<file path="config.mk">
export PLATFORM = sky130hd
export DESIGN_NAME = seq_divider32_flat
export DESIGN_NICKNAME = d
export VERILOG_FILES = /design/src/rtl/seq_divider32_pkg.sv /design/src/rtl/seq_divider32_if.sv /design/src/rtl/seq_divider32_step.sv /design/src/rtl/seq_divider32.sv /design/src/flat_wrapper.sv
export SDC_FILE = /design/constraint.sdc
export NUM_CORES = 1
export LEC_CHECK = 0
export CORE_MARGIN = 3
export CORE_UTILIZATION = 50
export CTS_CLUSTER_SIZE = 30
export DETAILED_ROUTE_END_ITERATION = 16
export PLACE_DENSITY = 0.77
export SKIP_LAST_GASP = 1
export SYNTH_ARGS = -nofsm -noshare
export SYNTH_HDL_FRONTEND = slang
export SYNTH_SLANG_ARGS = --single-unit
</file>
<file path="constraint.sdc">
create_clock -name clk -period 2.65 [get_ports clk]
set_input_delay 0.53 -clock clk [delete_from_list [all_inputs] [get_ports clk]]
set_output_delay 0.53 -clock clk [all_outputs]
set_load 0.02 [all_outputs]
</file>
<file path="src/rtl/seq_divider32_pkg.sv">
// Shared encodings and constants for the sequential 32-bit restoring divider.
package seq_divider32_pkg;

  typedef enum logic [1:0] {
    ST_IDLE = 2'd0,
    ST_RUN  = 2'd1,
    ST_DONE = 2'd2
  } div_state_t;

  localparam int          DIV_CYCLES    = 32;
  localparam logic [31:0] DIV_ZERO_QUOT = 32'hFFFF_FFFF;

endpackage

</file>
<file path="src/rtl/seq_divider32_if.sv">
// Start/busy/done handshake between ALU control (master) and the divider (slave).
interface seq_divider32_if #(parameter int WIDTH = 32);
  logic             start;
  logic [WIDTH-1:0] in1;
  logic [WIDTH-1:0] in2;
  logic             busy;
  logic             done;
  logic             divZero;
  logic [WIDTH-1:0] quotient;
  logic [WIDTH-1:0] remainder;

  modport master (output start, in1, in2,
                  input  busy, done, divZero, quotient, remainder);
  modport slave  (input  start, in1, in2,
                  output busy, done, divZero, quotient, remainder);
endinterface

</file>
<file path="src/rtl/seq_divider32_step.sv">
// One restoring-division step: 33-bit trial subtract done as add of the inverted
// divisor with carry-in 1, so carry-out=1 means the trial did not borrow.
module div_step33 #(parameter int W = 32) (
  input  logic [W-1:0] rem,
  input  logic         msb,
  input  logic [W-1:0] dvsr,
  output logic [W-1:0] rem_nxt,
  output logic         qbit,
  output logic         borrow
);
  logic [W:0]   partial;
  logic [W+1:0] sum;

  assign partial = {rem, msb};
  assign sum     = {1'b0, partial} + {1'b0, ~{1'b0, dvsr}} + {{(W+1){1'b0}}, 1'b1};
  assign qbit    = sum[W+1];
  assign borrow  = ~sum[W+1];
  assign rem_nxt = qbit ? sum[W-1:0] : partial[W-1:0];
endmodule

</file>
<file path="src/rtl/seq_divider32.sv">
// Multi-cycle unsigned restoring divider: one quotient bit per clock, results
// registered on entry to DONE and held until the next accepted start.
module seq_divider32
  import seq_divider32_pkg::*;
#(
  parameter int WIDTH = 32
) (
  input  logic           clk,
  input  logic           rst,
  seq_divider32_if.slave div
);
  localparam int CW = $clog2(WIDTH + 1);

  div_state_t       state_q, state_d;
  logic [CW-1:0]    cnt_q;
  logic [WIDTH-1:0] rem_q, quo_q, dvsr_q;
  logic [WIDTH-1:0] quot_out, rem_out;
  logic             divz_q;
  logic             accept;
  logic [WIDTH-1:0] rem_nxt;
  logic             qbit, borrow;

  div_step33 #(.W(WIDTH)) u_step (
    .rem     (rem_q),
    .msb     (quo_q[WIDTH-1]),
    .dvsr    (dvsr_q),
    .rem_nxt (rem_nxt),
    .qbit    (qbit),
    .borrow  (borrow)
  );

  assign accept = (state_q == ST_IDLE || state_q == ST_DONE) && div.start;

  always_ff @(posedge clk) begin
    if (rst) state_q <= ST_IDLE;
    else     state_q <= state_d;
  end

  always_comb begin
    state_d = state_q;
    case (state_q)
      ST_IDLE, ST_DONE: begin
        if (!div.start)          state_d = ST_IDLE;
        else if (div.in2 == '0)  state_d = ST_DONE;
        else                     state_d = ST_RUN;
      end
      ST_RUN:  if (cnt_q == CW'(1)) state_d = ST_DONE;
      default: state_d = ST_IDLE;
    endcase
  end

  always_ff @(posedge clk) begin
    if (rst) begin
      cnt_q    <= '0;
      rem_q    <= '0;
      quo_q    <= '0;
      dvsr_q   <= '0;
      quot_out <= '0;
      rem_out  <= '0;
      divz_q   <= 1'b0;
    end else if (accept) begin
      dvsr_q <= div.in2;
      divz_q <= 1'b0;
      if (div.in2 == '0) begin
        // Divide-by-zero finishes immediately with the all-ones convention.
        quot_out <= DIV_ZERO_QUOT[WIDTH-1:0];
        rem_out  <= div.in1;
        divz_q   <= 1'b1;
        cnt_q    <= '0;
      end else begin
        rem_q <= '0;
        quo_q <= div.in1;
        cnt_q <= CW'(DIV_CYCLES);
      end
    end else if (state_q == ST_RUN) begin
      rem_q <= rem_nxt;
      quo_q <= {quo_q[WIDTH-2:0], qbit};
      cnt_q <= cnt_q - CW'(1);
      if (cnt_q == CW'(1)) begin
        quot_out <= {quo_q[WIDTH-2:0], qbit};
        rem_out  <= rem_nxt;
      end
    end
  end

  // The step's two status outputs are complements; catch a broken subtractor.
  a_step_consistent: assert property (@(posedge clk) disable iff (rst)
    (state_q == ST_RUN) |-> (qbit != borrow));

  assign div.busy      = (state_q == ST_RUN);
  assign div.done      = (state_q == ST_DONE);
  assign div.divZero   = divz_q;
  assign div.quotient  = quot_out;
  assign div.remainder = rem_out;
endmodule
</file>
<file path="src/flat_wrapper.sv">
// flat-port wrapper written by rule: the top's interface ports become plain ports
module seq_divider32_flat import seq_divider32_pkg::*;
#(
  parameter int WIDTH = 32
)
  (clk, rst, div_start, div_in1, div_in2, div_busy, div_done, div_divZero, div_quotient, div_remainder);
  seq_divider32_if #(.WIDTH(WIDTH)) div_i ();
  input  logic clk;
  input  logic rst;
  input wire logic [$bits(div_i.start)-1:0] div_start;
  input wire logic [$bits(div_i.in1)-1:0] div_in1;
  input wire logic [$bits(div_i.in2)-1:0] div_in2;
  output wire logic [$bits(div_i.busy)-1:0] div_busy;
  output wire logic [$bits(div_i.done)-1:0] div_done;
  output wire logic [$bits(div_i.divZero)-1:0] div_divZero;
  output wire logic [$bits(div_i.quotient)-1:0] div_quotient;
  output wire logic [$bits(div_i.remainder)-1:0] div_remainder;
  assign div_i.start = div_start;
  assign div_i.in1 = div_in1;
  assign div_i.in2 = div_in2;
  assign div_busy = div_i.busy;
  assign div_done = div_i.done;
  assign div_divZero = div_i.divZero;
  assign div_quotient = div_i.quotient;
  assign div_remainder = div_i.remainder;
  seq_divider32 #(.WIDTH(WIDTH)) u_core (.clk(clk), .rst(rst), .div(div_i));
endmodule
</file>
* After elaboration in Yosys (flattened, before gate mapping) *
Index checks and enable logic that the tools add are counted.
Widths: inputs -> output; s select.

cells by class
  add/subtract/negate cells = 3
  equality and inequality tests = 6
  multiplexer cells = 23
  bitwise gates (word level) = 1
  reduce and logical (&&, ||, !) cells = 9

operator list
  cell                   count
  $mux 32                15
  $add 33x33->34         1
  $add 34x1->34 const B  1
  $not 32->33            1
  $logic_not 32->1       1
  $mux 6                 3
  $eq 6x1->1 const B     1
  $mux 2                 3
  $sub 6x1->6 const B    1
  $ne 2x2->1 const B     2
  $pmux 2 s2             1
  $reduce_bool 2->1      2
  $reduce_and 3->1       1
  $eq 2x1->1 const B     1
  $eq 2x2->1 const B     1
  $logic_not 2->1        1
  $ne 2x1->1 const B     1
  $reduce_and 2->1       1
  $reduce_or 2->1        1
  $logic_and 1x1->1      1
  $logic_or 1x1->1       1
  $mux 1                 1

storage, ports and cells
  flip-flop bits (word level) = 169
  bits of input ports = 67
  output and inout bits = 67

* Longest topological paths before layout *
Gate-level depths: netlist (run 1).

  word-level depth = 7
  gate-level depth with buffers = 14
  gate-level depth less buffers = 13

* Cells and area by module *
From an unflattened synthesis (run 1), not the netlist that was laid out.

second synthesis, totals
  cell total of the unflattened synthesis = 1,315
  area, all modules = 10,272.4 µm²

modules (own cells, without submodules)
  module         times used  cells an instance  area an instance (µm²)  sequential area each (µm²)
  seq_divider32  1           942                7,885.1                 3,383.2
  div_step33     1           373                2,387.3                 0.0

* Worst setup path before layout (run 1) *
OpenSTA, ideal clock, no wires.

  path kind = flip-flop to flip-flop
  start point = reg u_core.quo_q[31]
  end point = reg u_core.rem_out[16], in the netlist u_core.div.remainder[16]
  library setup time = 0.088 ns
  arrival time = 2.502 ns
  data required time = 2.562 ns
  slack = 0.060 ns
  cell stages (with the launch flop) = 14
  buffers on the path = 0
  period minus slack after synthesis = 2.590 ns
  path through = dfxtp_1 -> inv_1 -> ha_1 -> inv_1 -> fa_1 -> a21o_1 -> nand4_1 -> nand2_1 -> a21oi_1 -> o21ai_0 -> a21oi_1 -> xor2_1 -> a211o_1 -> a311oi_2

between the ends
  cells in the longest elaborated chain, start to end = 6

RTL lines
  item                      RTL line                  source
  start: declaration        seq_divider32.sv:16       logic [WIDTH-1:0] rem_q, quo_q, dvsr_q;
  start signal: assignment  seq_divider32.sv:72       quo_q <= div.in1;
  start signal: assignment  seq_divider32.sv:77       quo_q <= {quo_q[WIDTH-2:0], qbit};
  $add 33x33->34            seq_divider32_step.sv:15  assign sum = {1'b0, partial} + {1'b0, ~{1'b0, dvsr}} + {{(W+1){1'b0}}, 1'b1};
  $add 34x1->34             seq_divider32_step.sv:15
  $mux 32                   seq_divider32_step.sv:18  assign rem_nxt = qbit ? sum[W-1:0] : partial[W-1:0];
  $mux 32                   seq_divider32.sv:79       if (cnt_q == CW'(1)) begin
  $mux 32                   seq_divider32.sv:75       end else if (state_q == ST_RUN) begin
  $mux 32                   seq_divider32.sv:61       end else if (accept) begin
  end signal: assignment    seq_divider32.sv:67       rem_out <= div.in1;
  end signal: assignment    seq_divider32.sv:81       rem_out <= rem_nxt;
  end: declaration          seq_divider32.sv:17       logic [WIDTH-1:0] quot_out, rem_out;

No other way between the ends. The select of a mux whose other input is x is not followed.
A chain may end at the register's enable or synchronous reset.

* Worst setup path after layout (run 1) *
  start point = reg u_core.dvsr_q[1]
  end point = reg u_core.rem_out[18], in the netlist u_core.div.remainder[18]

between the ends
  cells in the longest elaborated chain, start to end = 7

RTL lines
  item                      RTL line                  source
  start: declaration        seq_divider32.sv:16
  start signal: assignment  seq_divider32.sv:62       dvsr_q <= div.in2;
  $not 32->33               seq_divider32_step.sv:15
  $add 33x33->34            seq_divider32_step.sv:15
  $add 34x1->34             seq_divider32_step.sv:15
  $mux 32                   seq_divider32_step.sv:18
  $mux 32                   seq_divider32.sv:79
  $mux 32                   seq_divider32.sv:75
  $mux 32                   seq_divider32.sv:61

No other way between the ends. The select of a mux whose other input is x is not followed.

==> metrics.csv, run 1 <==
metric,value,unit
run status,"complete, but fails checks",
violated checks,setup timing,
I/O pins,134,
Die H,139.9,um
leading area contributor after synthesis,dfxtp_1,
Routed Antenna Nets,0,
FMAX,352.8,MHz
FF-to-FF End,u_core.div.remainder[18],
Final Cycle Share,106.9,%
Vias/cell,6.089,
net switching power,10.06,mW
Gate Count Post-Synth,1183,
pre-CTS setup slack,-354.3,ps
CP Capture Type,register,
Yosys top cell area share,37.72,%
Die ar.,19580,um2
Crit path top cell by count,a21oi_2,
Slew HR,39.75,%
FF-to-FF setup slack,-180,ps
crit path max fanout,6,
reg-to-reg startpoint,u_core.dvsr_q[1],
sequential share of power,14.6,%
clk slew on worst S/H paths,70,ps
initial antenna violation count,0,
Post-synth EDFFs,0,
clock root buffer,clkbuf_16,
fraction of layout cells with a size suffix above 1,26.72,%
synthesized area,8970,um2
CTS buffer count,17,
ys flop type,dfxtp_1,
layout overhead on the synthesized area,47.09,%
max incr delay on CP,450,ps
#FFs+latches synth,169,
"Async S/R FF share, synth",0,%
placed wire-length estimate,19870,um
TritonCTS clock tree,yes,
Worst-Margin Slew,903.7,ps
final WL,31540,um
"Arr. time, crit path",3170,ps
Mapped Nets,1285,
Die W,139.9,um
Hold Crit Class,register to register,
number of max-cap violations,0,
most frequent cell after synthesis,nand2_1,
critical path class,register to register,
Wirelength per Cell,18.93,um
initial DRC count,1027,
Finished Cell Area,13190,um2
Tmin final,2834,ps
"top cells by area, synth","dfxtp_1 38%, nand2_1 11%, a21oi_1 6.5%",
core area,17420,um2
diode count,0,
crit start category,register,
DRT Pass-1 Iters,7,
Layout Skew,8.943,ps
final setup fails,57,
Clock power frac,11.5,%
GRT overflow,0,
hold_sp,u_core.dvsr_q[11],
Fillers,1188,
# hold bufs at CTS,0,
commonest cells in the netlist,"268 x nand2_1, 169 x dfxtp_1, 117 x a21oi_1",
WHS Endpoint,u_core.dvsr_q[11],
first-pass GRT wire length,47090,um
Row Count,48,
Worst EP required,2980,ps
Logic pwr share,73.9,%
synth warn,0,
Pint,11.98,mW
peak supply drop,1831,uV
Synth Area per Inst,7.582,um2
Via Count,10140,
gr usage total,29.20,%
Netlist cell types,69,
drt drc,0,
CTS sink cnt,169,
RSZ-0062 raised after global routing,yes,
number of nets in the layout,1530,
vias in the first global route,9592,
final slew viol count,0,
CTS max path bufs,2,
pin count of the biggest net entering global routing,108,
H-tree Lvls,4,
Hold Path Cell Cnt,2,
switching share of total power,45.64,%
PD cells,1671,nW/um2
gpl congestion,0.9236,
Area after DPL,11510,um2
Setup WS post-layout,-184.1,ps
starting density of the core,51.50,%
CP max-delay cell,or3_4,
sequential share of the synthesized area,37.72,%
final hold vios,0,
R2R depth,12,
leakage power,5.038,nW
launch point of the worst path,u_core.dvsr_q[1],
CP cell instances,inv_2 -> ha_4 -> nor2b_4 -> o31a_1 -> buf_6 -> o311ai_4 -> a21oi_2 -> or3_4 -> buf_8 -> o21ai_1 -> a21oi_2 -> o221a_2,
Skew-Pair Late Insertion Delay,440,ps
I/O Buffers,133,
-- worst max-delay path: cells and delay by family, from the launching register on --
kind	cells	cell delay, ps
flip-flops	1	330
buffers and inverters	3	390
adder cells (fa/ha/maj)	1	190
AND/OR/NAND/NOR	2	570
AO/OA/AOI/OAI	6	1240
-- worst max path at each step --
stage	slack (ps)	cells past startpoint	to
3_5_place_dp	-350	11	u_core.div.remainder[2]
6_report	-180	12	u_core.div.remainder[18]
2_1_floorplan	60	13	u_core.div.remainder[16]
4_1_cts	-140	12	u_core.div.remainder[20]
5_1_grt	-260	12	u_core.div.remainder[31]
3_3_place_gp	-310	10	u_core.rem_q[26]
-- per-layer routing --
metal / share of wire (%) / vias up / GRT usage, %
met4: 5.9 / 0 / 13.16
met3: 7.2 / 166 / 4.882
met5: 0 / - / 0
li1: - / 4643 / -
met1: 39 / 4807 / 36.59
met2: 48 / 528 / 49.43
-- registers in the layout, indices dropped and copies added, names as in the netlist --
| name | cells |
|---|---|
| u_core.cnt_q | 6 |
| u_core.div.divZero | 1 |
| u_core.div.quotient | 32 |
| u_core.div.remainder | 32 |
| u_core.dvsr_q | 32 |
| u_core.quo_q | 32 |
| u_core.rem_q | 32 |
| u_core.state_q | 2 |
-- power groups by stage --
stage	registers (mW)	logic, mW	clock network [mW]
2_1_floorplan	3.12	6.45	0
3_3_place_gp	3.17	10.3	0
3_5_place_dp	3.18	10.4	0
4_1_cts	3.15	13.3	2.53
5_1_grt	3.24	17.0	2.63
6_report	3.22	16.3	2.53
-- kinds of logic (layout without fill, tap and decap cells) --
kind of cell,after synthesis,after routing,synth area share [%]
AND/OR/NAND/NOR,478,478,22.68
AO/OA/AOI/OAI,320,320,24.19
flip-flops,169,169,37.72
buffers and inverters,143,401,6.556
adder cells (fa/ha/maj),35,35,4.966
XOR/XNOR,26,26,2.539
multiplexers,12,12,1.353
-- final cells by class --
class                   count  area [um2]  share of cell area, %
flip-flops and latches    169        3401                  25.78
multi-input cells         871        5807                  44.01
clock inverters            14       150.1                  1.138
clock buffers              18       429.2                  3.253
repair buffers            322        2949                  22.35
inverters                  47       176.4                  1.337
well taps                 225       281.5                  2.134
-- placed cells by master, fill, tap and decap left out, types with 14 or more instances in the layout --
master             n
nand4_1           14
a311oi_1          34
dfxtp_2           14
o21ai_0           22
nor2_1            79
nand2_2           16
dfxtp_1          155
nand2_1          248
buf_4            162
inv_1             45
clkbuf_16         17
o21ai_1           15
buf_6             15
a21oi_1           93
clkdlybuf4s50_1  132
a31oi_1           37
nor3_1            16
ha_1              17
ha_4              15
a21oi_2           21
nand3_1           51
-- metrics by stage --
step	util (%)	TNS, ps	std cells	total power [mW]	hold WS (ps)
final	75.75	-4854	1666	22.05	454.6
after CTS	72.40	-1841	1653	18.95	456.3
after global routing	75.75	-9095	1666	22.85	467.9
after detailed placement	66.09	-22120	1611	13.62	446.7
after global placement	66.09	-20180	1611	13.50	442.1
after floorplan	-	0	1183	9.566	436.3
-- timing repair --
item	4_1_cts	5_1_grt
cloned	3	0
endpoints found under the setup margin	63	76
resized for setup	109	99
setup buffers	9	14
pin swaps	51	73
Note: power is estimated with default switching activity, not from simulation.
==> run 2: changes to the inputs <==
Settings changed: SLEW_MARGIN set to 20.
==> results of run 2 <==
No change in the layout: final DEF, timing and power equal those of run 1.
